**src/rtl/fetch_queue.sv**
```systemverilog
// Instruction fetch stage with a small circular queue between fetch and decode.
// A redirect flushes the queue and reloads the PC in the same cycle.
module fetch_queue #(
  parameter int unsigned   N        = 64,
  parameter int unsigned   DEPTH    = 4,
  parameter logic [N-1:0]  RESET_PC = '0,
  parameter int unsigned   INC      = 4
) (
  input  logic                   clk,
  input  logic                   reset,
  input  logic                   PCSrc_F,
  input  logic [N-1:0]           PCBranch_F,
  output logic [N-1:0]           imem_addr_F,
  output logic                   imem_req_F,
  input  logic [31:0]            imem_rdata_F,
  output logic [31:0]            instr_D,
  output logic [N-1:0]           pc_D,
  output logic                   valid_D,
  input  logic                   ready_D,
  output logic [$clog2(DEPTH):0] count
);

  localparam int unsigned   AW       = $clog2(DEPTH);
  localparam int unsigned   CW       = AW + 1;
  localparam logic [CW-1:0] FULL_CNT = CW'(DEPTH);
  localparam logic [N-1:0]  INC_N    = N'(INC);
  localparam logic [AW-1:0] PTR_ONE  = AW'(1);
  localparam logic [CW-1:0] CNT_ONE  = CW'(1);

  logic [N-1:0]  pc_q, pc_d;
  logic [AW-1:0] head_q, head_d;
  logic [AW-1:0] tail_q, tail_d;
  logic [CW-1:0] count_q, count_d;

  logic [N-1:0]  pc_mem    [DEPTH];
  logic [31:0]   instr_mem [DEPTH];

  logic full;
  logic push;
  logic pop;

  assign full        = (count_q == FULL_CNT);
  assign valid_D     = (count_q != '0);
  assign imem_req_F  = !PCSrc_F && !full;
  assign push        = imem_req_F;
  assign pop         = valid_D && ready_D && !PCSrc_F;

  assign imem_addr_F = pc_q;
  assign count       = count_q;
  assign instr_D     = instr_mem[head_q];
  assign pc_D        = pc_mem[head_q];

  always_comb begin
    pc_d    = pc_q;
    head_d  = head_q;
    tail_d  = tail_q;
    count_d = count_q;
    if (PCSrc_F) begin
      // Flush by collapsing head onto tail; stale entries are simply overwritten later.
      pc_d    = PCBranch_F;
      head_d  = tail_q;
      count_d = '0;
    end else begin
      if (push) begin
        pc_d   = pc_q + INC_N;
        tail_d = tail_q + PTR_ONE;
      end
      if (pop) begin
        head_d = head_q + PTR_ONE;
      end
      case ({push, pop})
        2'b10:   count_d = count_q + CNT_ONE;
        2'b01:   count_d = count_q - CNT_ONE;
        default: count_d = count_q;
      endcase
    end
  end

  always_ff @(posedge clk or negedge reset) begin
    if (!reset) begin
      pc_q    <= RESET_PC;
      head_q  <= '0;
      tail_q  <= '0;
      count_q <= '0;
    end else begin
      pc_q    <= pc_d;
      head_q  <= head_d;
      tail_q  <= tail_d;
      count_q <= count_d;
    end
  end

  // Entry storage carries no reset; it is only observed while valid_D is high.
  always_ff @(posedge clk) begin
    if (push) begin
      pc_mem[tail_q]    <= pc_q;
      instr_mem[tail_q] <= imem_rdata_F;
    end
  end

endmodule
```
**config.mk**
```make
export PLATFORM = sky130hd
export DESIGN_NAME = fetch_queue
export DESIGN_NICKNAME = d
export VERILOG_FILES = /design/src/rtl/fetch_queue.sv
export SDC_FILE = /design/constraint.sdc
export NUM_CORES = 1
export LEC_CHECK = 0
export ABC_AREA = 0
export ABC_CLOCK_PERIOD_IN_PS = 10950
export BUFFER_PORTS_ARGS = -buffer_cell sky130_fd_sc_hd__buf_2
export CELL_PAD_IN_SITES_DETAIL_PLACEMENT = 1
export CELL_PAD_IN_SITES_GLOBAL_PLACEMENT = 1
export CORE_ASPECT_RATIO = 1.75
export CORE_MARGIN = 3
export CORE_UTILIZATION = 52
export DETAILED_ROUTE_END_ITERATION = 6
export MAX_ROUTING_LAYER = met4
export PLACE_DENSITY_LB_ADDON = 0.12
export SYNTH_ARGS = -nofsm -noshare
export SYNTH_HDL_FRONTEND = slang
export SYNTH_SLANG_ARGS = --single-unit
```
**constraint.sdc**
```tcl
create_clock -name clk -period 10.95 [get_ports clk]
set_input_delay 0 -clock clk [delete_from_list [all_inputs] [get_ports clk]]
set_output_delay 0 -clock clk [all_outputs]
set_load 0.02 [all_outputs]
```
==> impl_metrics.env, run 1 <==
export IMPL_nNetsFinal=1502
export IMPL_grt_max_degree=64
export IMPL_synth_area_um2=18100
export IMPL_ys_seq_elements=455
export IMPL_synth_most_common_cell="edfxtp_1"
export IMPL_ys_async_sr_fraction=0.156
export IMPL_place_inst=1696
export IMPL_antenna_cells=0
export IMPL_overflow=0
export IMPL_crit_buf_inv=3
export IMPL_yosys_warnings=0
export IMPL_ir_drop_uv=158
export IMPL_crit_chain="buf_4, buf_4, mux4_2, buf_2"
export IMPL_fin_setup_tns_ns=0
export IMPL_hold_viol=0
export IMPL_syn_inst=1010
export IMPL_arrival_ns=3.64
export IMPL_start_util=0.531
export IMPL_clkLatencyLatePin_ns=0.54
export IMPL_timing_rr_start="count[2]$_DFFE_PN0P_"
export IMPL_worstMarginPinSlew_ns=0.979
export IMPL_use_met3=0.0391
export IMPL_routed_wl_um=50400
export IMPL_slew_viol_final=0
export IMPL_hp_start="PCSrc_F"
export IMPL_required_ns=10.95
export IMPL_relSlewSlack=0.347
export IMPL_power_leakage_nw=7.96
export IMPL_dr_pass1_iters=5
export IMPL_synthTopCellsByArea="edfxtp_1, mux4_2, dfrtp_1, nand2_1, o21ai_0"
export IMPL_numCtsBuffers=41
export IMPL_numPortBuffers=264
export IMPL_synth_area_per_cell_um2=17.9
export IMPL_rsz0062_at_grt="no"
export IMPL_finalClockSkew_ns=0.0185
export IMPL_routed_via_count=11106
export IMPL_synthTopCellsByCount="edfxtp_1, mux4_2, nand2_1"
export IMPL_h_tree_depth=2
export IMPL_drt_iter0_markers=618
export IMPL_yosysTopAreaCell="edfxtp_1"
export IMPL_area_growth_pct=24.2
export IMPL_crit_top_cell="buf_4"
export IMPL_cts_path_max_buffers=3
export IMPL_post_route_drc_count=0
export IMPL_end_kind="primary output"
export IMPL_path_clk_slew_ns=0.07
export IMPL_via_per_inst=5.89
export IMPL_hold_class="primary input to flop"
export IMPL_root_buffer="clkbuf_16"
export IMPL_synth_cell_types=50
export IMPL_io_pins=265
export IMPL_synth_top_cell_area_share=0.637
export IMPL_hold_path_depth=2
export IMPL_synthFlopType="edfxtp_1"
export IMPL_hpwl_um=31400
export IMPL_placementRows=89
export IMPL_cts_repair_resized=0
export IMPL_die_y_um=253
export IMPL_drive_above_1_share=0.320
export IMPL_ant_nets=0
export IMPL_core_um2=34100
export IMPL_critical_path_peak_fanout=46
export IMPL_status="finished clean"
export IMPL_critPathKind="flop to primary output"
export IMPL_finalCriticalPeriod_ns=3.64
export IMPL_use_met2=0.511
export IMPL_synth_nets=1115
export IMPL_grt_pass1_wl_um=76800
export IMPL_seq_area_frac_synth=0.736
export IMPL_die_w_um=147
export IMPL_fin_cells=1884
export IMPL_ff2ff_path_depth=5
export IMPL_reg2reg_setup_slack_ns=7.69
export IMPL_max_stage_delay_ns=0.83
export IMPL_die_area_um2=37100
export IMPL_fin_crit_sh=0.332
export IMPL_crit_path_top_delay_cell="buf_4"
export IMPL_gp_congestion=0.815
export IMPL_cts_sinks=455
export IMPL_setup_violations_final=0
export IMPL_synth_edf_count=384
export IMPL_grt_usage=0.284
export IMPL_grt_pass1_vias=12131
export IMPL_power_density_nw_per_um2=239
export IMPL_maxCapViolations=0
export IMPL_hold_end="imem_addr_F[27]$_DFFE_PN0N_"
export IMPL_tritoncts="built"
export IMPL_fmax_ghz=0.275
export IMPL_cp_top_family="buffers and inverters"
export IMPL_wl_per_cell_um=26.8
export IMPL_grtUsageMet1=0.333
export IMPL_worstSetupStartpointType="flop"
export IMPL_grt_busiest_layer="met2"
export IMPL_r2r_end="pc_mem[3][52]$_DFFE_PP_"
export IMPL_antenna_found_initial=0
## worst reg2reg max path, stage by stage (launching register included)
cell,delay (ns)
dfrtp_1,0.47
nor3b_2,0.19
buf_4,0.22
nor2_1,0.44
and2_4,0.70
buf_4,0.82
## placed cells by master (no fill, tap or decap), types with 5 or more instances in the layout
cell type / n
a31oi_1: 14
and3_1: 6
buf_2: 262
buf_4: 15
clkbuf_16: 43
clkbuf_8: 5
clkinv_1: 7
clkinv_2: 9
dfrtp_1: 69
dlygate4sd3_1: 112
edfxtp_1: 384
ha_1: 5
inv_1: 12
mux2_2: 5
mux2i_1: 6
mux4_2: 96
nand2_1: 72
nand2b_1: 5
nand3_1: 36
nand4_1: 27
nor2_1: 35
nor2b_1: 5
nor3_1: 15
nor4_1: 20
o21ai_0: 41
o21ai_1: 5
o31a_1: 7
or3_1: 9
or4_1: 10
xnor2_1: 19
xor2_1: 18
## final cells by class
cell class | instances | area (um2)
Timing Repair Buffer | 390 | 2560
Sequential cell | 455 | 13300
Fill cell | 3096 | 11600
Tap cell | 455 | 569
Inverter | 13 | 48.8
Clock buffer | 51 | 1160
Multi-Input combinational cell | 496 | 4580
Clock inverter | 24 | 238
## kinds of logic (layout without fill, tap and decap cells)
kind of cell	count (synthesis)	in the layout	synth area share
flip-flops	455	455	0.736
XOR/XNOR	37	37	0.0179
multiplexers	107	107	0.126
AO/OA/AOI/OAI	88	88	0.0297
adder cells (fa/ha/maj)	5	5	0.00346
AND/OR/NAND/NOR	259	259	0.0748
buffers and inverters	59	478	0.0125
## routing by layer
| metal | vias to the layer above | wire [um] | share of wire |
|---|---|---|---|
| li1 | 4817 | - | - |
| met1 | 5807 | 18500 | 0.37 |
| met2 | 400 | 28000 | 0.56 |
| met3 | 82 | 2460 | 0.049 |
| met4 | 0 | 1450 | 0.029 |
| met5 | - | 0 | 0 |
## power by group
group / switching [mW] / internal [mW] / leakage [nW]
clock network: 0.624 / 0.849 / 0.690
logic: 0.890 / 0.580 / 2.91
registers: 0.193 / 2.23 / 4.36
total: 1.71 / 3.66 / 7.96
## state kept, by name, indices dropped and copies added (netlist names)
name / count
count: 3
head_q: 2
imem_addr_F: 64
instr_mem: 128
pc_mem: 256
tail_q: 2
## stage by stage
step	power [mW]	hold WS, ns	utilization	instance area, um2	setup WS [ns]
after floorplan	3.37	-0.296	-	18100	6.65
after global placement	3.88	-0.0552	0.585	19900	7.72
after detailed placement	3.92	-0.0433	0.585	19900	7.72
after CTS	5.42	0.00545	0.659	22500	7.17
after global routing	5.59	0.0397	0.659	22500	6.99
final	5.37	0.0376	0.659	22500	7.31
## worst max path at each step
| stage | startpoint | to | slack (ns) | cells after the start |
|---|---|---|---|---|
| after floorplan | count[0]$_DFFE_PN0P_ | instr_mem[0][0]$_DFFE_PP_ | 6.65 | 5 |
| after global placement | head_q[0]$_DFFE_PN0P_ | pc_D[59] | 7.72 | 4 |
| after detailed placement | count[2]$_DFFE_PN0P_ | pc_mem[1][47]$_DFFE_PP_ | 7.72 | 5 |
| after CTS | head_q[0]$_DFFE_PN0P_ | pc_D[59] | 7.17 | 4 |
| after global routing | head_q[0]$_DFFE_PN0P_ | pc_D[60] | 6.99 | 4 |
| final | head_q[0]$_DFFE_PN0P_ | pc_D[59] | 7.31 | 4 |
## what timing repair did
| item | in CTS | in global routing |
|---|---|---|
| hold endpoints to repair | 219 | 0 |
| buffers inserted | 0 | 0 |
| hold buffers | 113 | 0 |
Power figures use the tool's default switching activity.
==> run 2, diff against run 1 <==
- ABC_AREA: 0 -> 1
- ABC_CLOCK_PERIOD_IN_PS: 10950 -> 3370
- CORE_UTILIZATION: 52 -> 45
- clock period: 10.95 -> 3.37 ns (I/O delays scaled with it)
==> run 2 against run 1 <==
Sequential cell count unchanged. Count of clock-buffer cells in the layout increased by 4. Die area increased by 23%. Clock skew decreased by 0.0017 ns. Wire length increased by 26%. Largest power group unchanged.
==> impl_metrics.env, run 2 <==
export IMPL_status="finished clean"
export IMPL_finalCriticalPeriod_ns=2.74
export IMPL_post_route_drc_count=0
export IMPL_ff2ff_path_depth=10
export IMPL_die_area_um2=45900
export IMPL_drt_iter0_markers=929
export IMPL_hold_class="primary input to flop"
export IMPL_wl_met1_um=24300
export IMPL_synth_most_common_cell="edfxtp_1"
export IMPL_switching_power_mw=7.95
export IMPL_yosys_warnings=0
export IMPL_numPortBuffers=264
export IMPL_post_route_util=0.557
export IMPL_final_common_cell="edfxtp_1"
export IMPL_p_int_mw=11.9
export IMPL_max_flop_register="pc_mem"
export IMPL_wl_per_cell_um=23.1
export IMPL_slew_viol_final=0
export IMPL_fin_setup_tns_ns=0
export IMPL_synth_cell_types=38
export IMPL_overflow=0
export IMPL_numCtsBuffers=42
export IMPL_worstSetupStartpointType="flop"
export IMPL_totalPowerFinal_mw=19.8
export IMPL_routed_via_count=15095
export IMPL_synthTopCellsByCount="edfxtp_1, nand2_1, nor2_1"
export IMPL_required_ns=3.37
export IMPL_fin_cells=2740
export IMPL_timing_rr_start="imem_addr_F[2]$_DFFE_PN0N_"
export IMPL_synth_top_cell_area_share=0.593
export IMPL_core_um2=42700
export IMPL_post_cts_setup_buffer_count=0
export IMPL_drive_above_1_share=0.176
export IMPL_arrival_ns=2.74
export IMPL_synthFlopType="edfxtp_1"
export IMPL_rsz0062_at_grt="no"
export IMPL_clkLatencyLatePin_ns=0.56
export IMPL_layout_common_cells="edfxtp_1, nand2_1, nor2_1"
export IMPL_placementRows=100
export IMPL_hpwl_um=41000
export IMPL_power_density_nw_per_um2=835
export IMPL_cts_repair_resized=0
export IMPL_grt_max_degree=97
export IMPL_synthTopCellsByArea="edfxtp_1, dfrtp_1, nand2_1, nor2_1, o21ai_0"
export IMPL_seq_area_frac_synth=0.684
export IMPL_tritoncts="built"
export IMPL_maxCapViolations=0
export IMPL_hp_start="PCSrc_F"
export IMPL_grt_pass1_vias=15905
export IMPL_synth_area_um2=19500
export IMPL_root_buffer="clkbuf_16"
export IMPL_top_layer="met4"
export IMPL_relSlewSlack=0.303
export IMPL_grt_pass1_wl_um=94800
export IMPL_nNetsFinal=2254
export IMPL_r2r_end="imem_addr_F[42]$_DFFE_PN0N_"
export IMPL_seqPwrFrac=0.420
export IMPL_ys_seq_elements=455
export IMPL_cts_path_max_buffers=3
export IMPL_reg2reg_setup_slack_ns=0.93
export IMPL_dpl_instance_area_um2=21500
export IMPL_synth_area_per_cell_um2=10.9
export IMPL_area_growth_pct=22.1
export IMPL_ir_drop_uv=618
export IMPL_synth_nets=1895
export IMPL_largest_reg_flops=256
export IMPL_start_util=0.456
export IMPL_ys_async_sr_fraction=0.156
export IMPL_fin_crit_sh=0.813
export IMPL_routed_wl_um=63400
export IMPL_path_clk_slew_ns=0.07
export IMPL_gp_congestion=0.936
export IMPL_die_y_um=281
export IMPL_fmax_ghz=0.365
export IMPL_place_inst=2560
export IMPL_via_per_inst=5.51
export IMPL_yosysTopAreaCell="edfxtp_1"
export IMPL_clkPwrFrac=0.226
export IMPL_io_pins=265
export IMPL_swShare=0.400
export IMPL_die_w_um=163
export IMPL_nFillCells=4661
export IMPL_p_comb_frac=0.354
export IMPL_hold_viol=0
export IMPL_critPathKind="flop to primary output"
export IMPL_hold_path_depth=3
export IMPL_final_area_um2=23800
export IMPL_holdWs_ns=0.0591
export IMPL_setup_violations_final=0
export IMPL_worstMarginPinSlew_ns=1.05
export IMPL_route_met3_wl_um=2980
export IMPL_grt_usage=0.281
export IMPL_dr_pass1_iters=5
export IMPL_antenna_found_initial=1
export IMPL_end_kind="primary output"
export IMPL_critical_path_peak_fanout=59
export IMPL_wl_met2_um=32400
export IMPL_hold_end="imem_addr_F[16]$_DFFE_PN0N_"
export IMPL_ant_nets=0
export IMPL_power_leakage_nw=9.01
export IMPL_synth_edf_count=384
export IMPL_fin_ws_ns=0.629
export IMPL_finalClockSkew_ns=0.0168
export IMPL_h_tree_depth=2
export IMPL_syn_inst=1790
export IMPL_cts_sinks=455
export IMPL_place_worst_setup_slack_ns=0.921
run 2: cell count changes in the layout (fill, tap and decap cells not counted), sizes merged, moves of 90 or more:
cell and change:
nor2 +302, nand2 +254, o21ai +184, o22ai +97, mux4 -96, inv +90
run 2: power groups by stage:
stage	combinational, mW	clock (mW)	sequential [mW]
2_1_floorplan	4.15	0	8.30
3_3_place_gp	6.77	0	8.37
3_5_place_dp	6.97	0	8.45
4_1_cts	7.09	4.56	8.34
5_1_grt	7.63	4.77	8.45
6_report	7.02	4.48	8.34
run 2: metal layers:
metal	track usage	up-vias
met1	0.328	7497
li1	-	6950
met3	0.0323	165
met4	0.142	0
met5	-	-
met2	0.480	483
run 2: kinds of logic (layout without fill, tap and decap cells):
family                   Yosys count  in the layout  share of synthesized area
flip-flops                       455            455                      0.684
adder cells (fa/ha/maj)            5              5                    0.00322
buffers and inverters            184            572                     0.0372
other                              0              1                          0
XOR/XNOR                          29             29                     0.0131
AO/OA/AOI/OAI                    363            363                      0.104
AND/OR/NAND/NOR                  754            754                      0.159
run 2: what timing repair did:
| item | 4_1_cts | 5_1_grt |
|---|---|---|
| endpoints found under the setup margin | 0 | 0 |
| hold buffers | 106 | 0 |
| hold endpoints to repair | 266 | 0 |
run 2: how the worst max path moves through the flow:
stage	end	startpoint	slack, ns	depth (start not counted)
after floorplan	instr_mem[0][0]$_DFFE_PP_	count[0]$_DFFE_PN0P_	-0.77	7
after global placement	imem_addr_F[42]$_DFFE_PN0N_	imem_addr_F[2]$_DFFE_PN0N_	0.98	10
after detailed placement	imem_addr_F[42]$_DFFE_PN0N_	imem_addr_F[2]$_DFFE_PN0N_	0.92	10
after CTS	pc_D[28]	head_q[0]$_DFFE_PN0P_	0.58	5
after global routing	pc_D[28]	head_q[0]$_DFFE_PN0P_	0.44	5
final	pc_D[28]	head_q[0]$_DFFE_PN0P_	0.63	5
run 2: area by class of cell:
| type | instances | area [um2] | share of cell area |
|---|---|---|---|
| flip-flops and latches | 455 | 13300 | 0.560 |
| clock inverters | 18 | 140 | 0.00590 |
| well taps | 561 | 702 | 0.0295 |
| multi-input cells | 1151 | 5450 | 0.229 |
| inverters | 103 | 389 | 0.0164 |
| diodes | 1 | 2.50 | 0.000105 |
| repair buffers | 396 | 2660 | 0.112 |
| clock buffers | 55 | 1110 | 0.0467 |
run 2: worst max-delay path, stage by stage, from the launching register on:
cell and delay [ns]:
dfrtp_4 0.64, inv_4 0.56, buf_4 0.38, o21ai_0 0.11
o22ai_1 0.24, buf_2 0.23
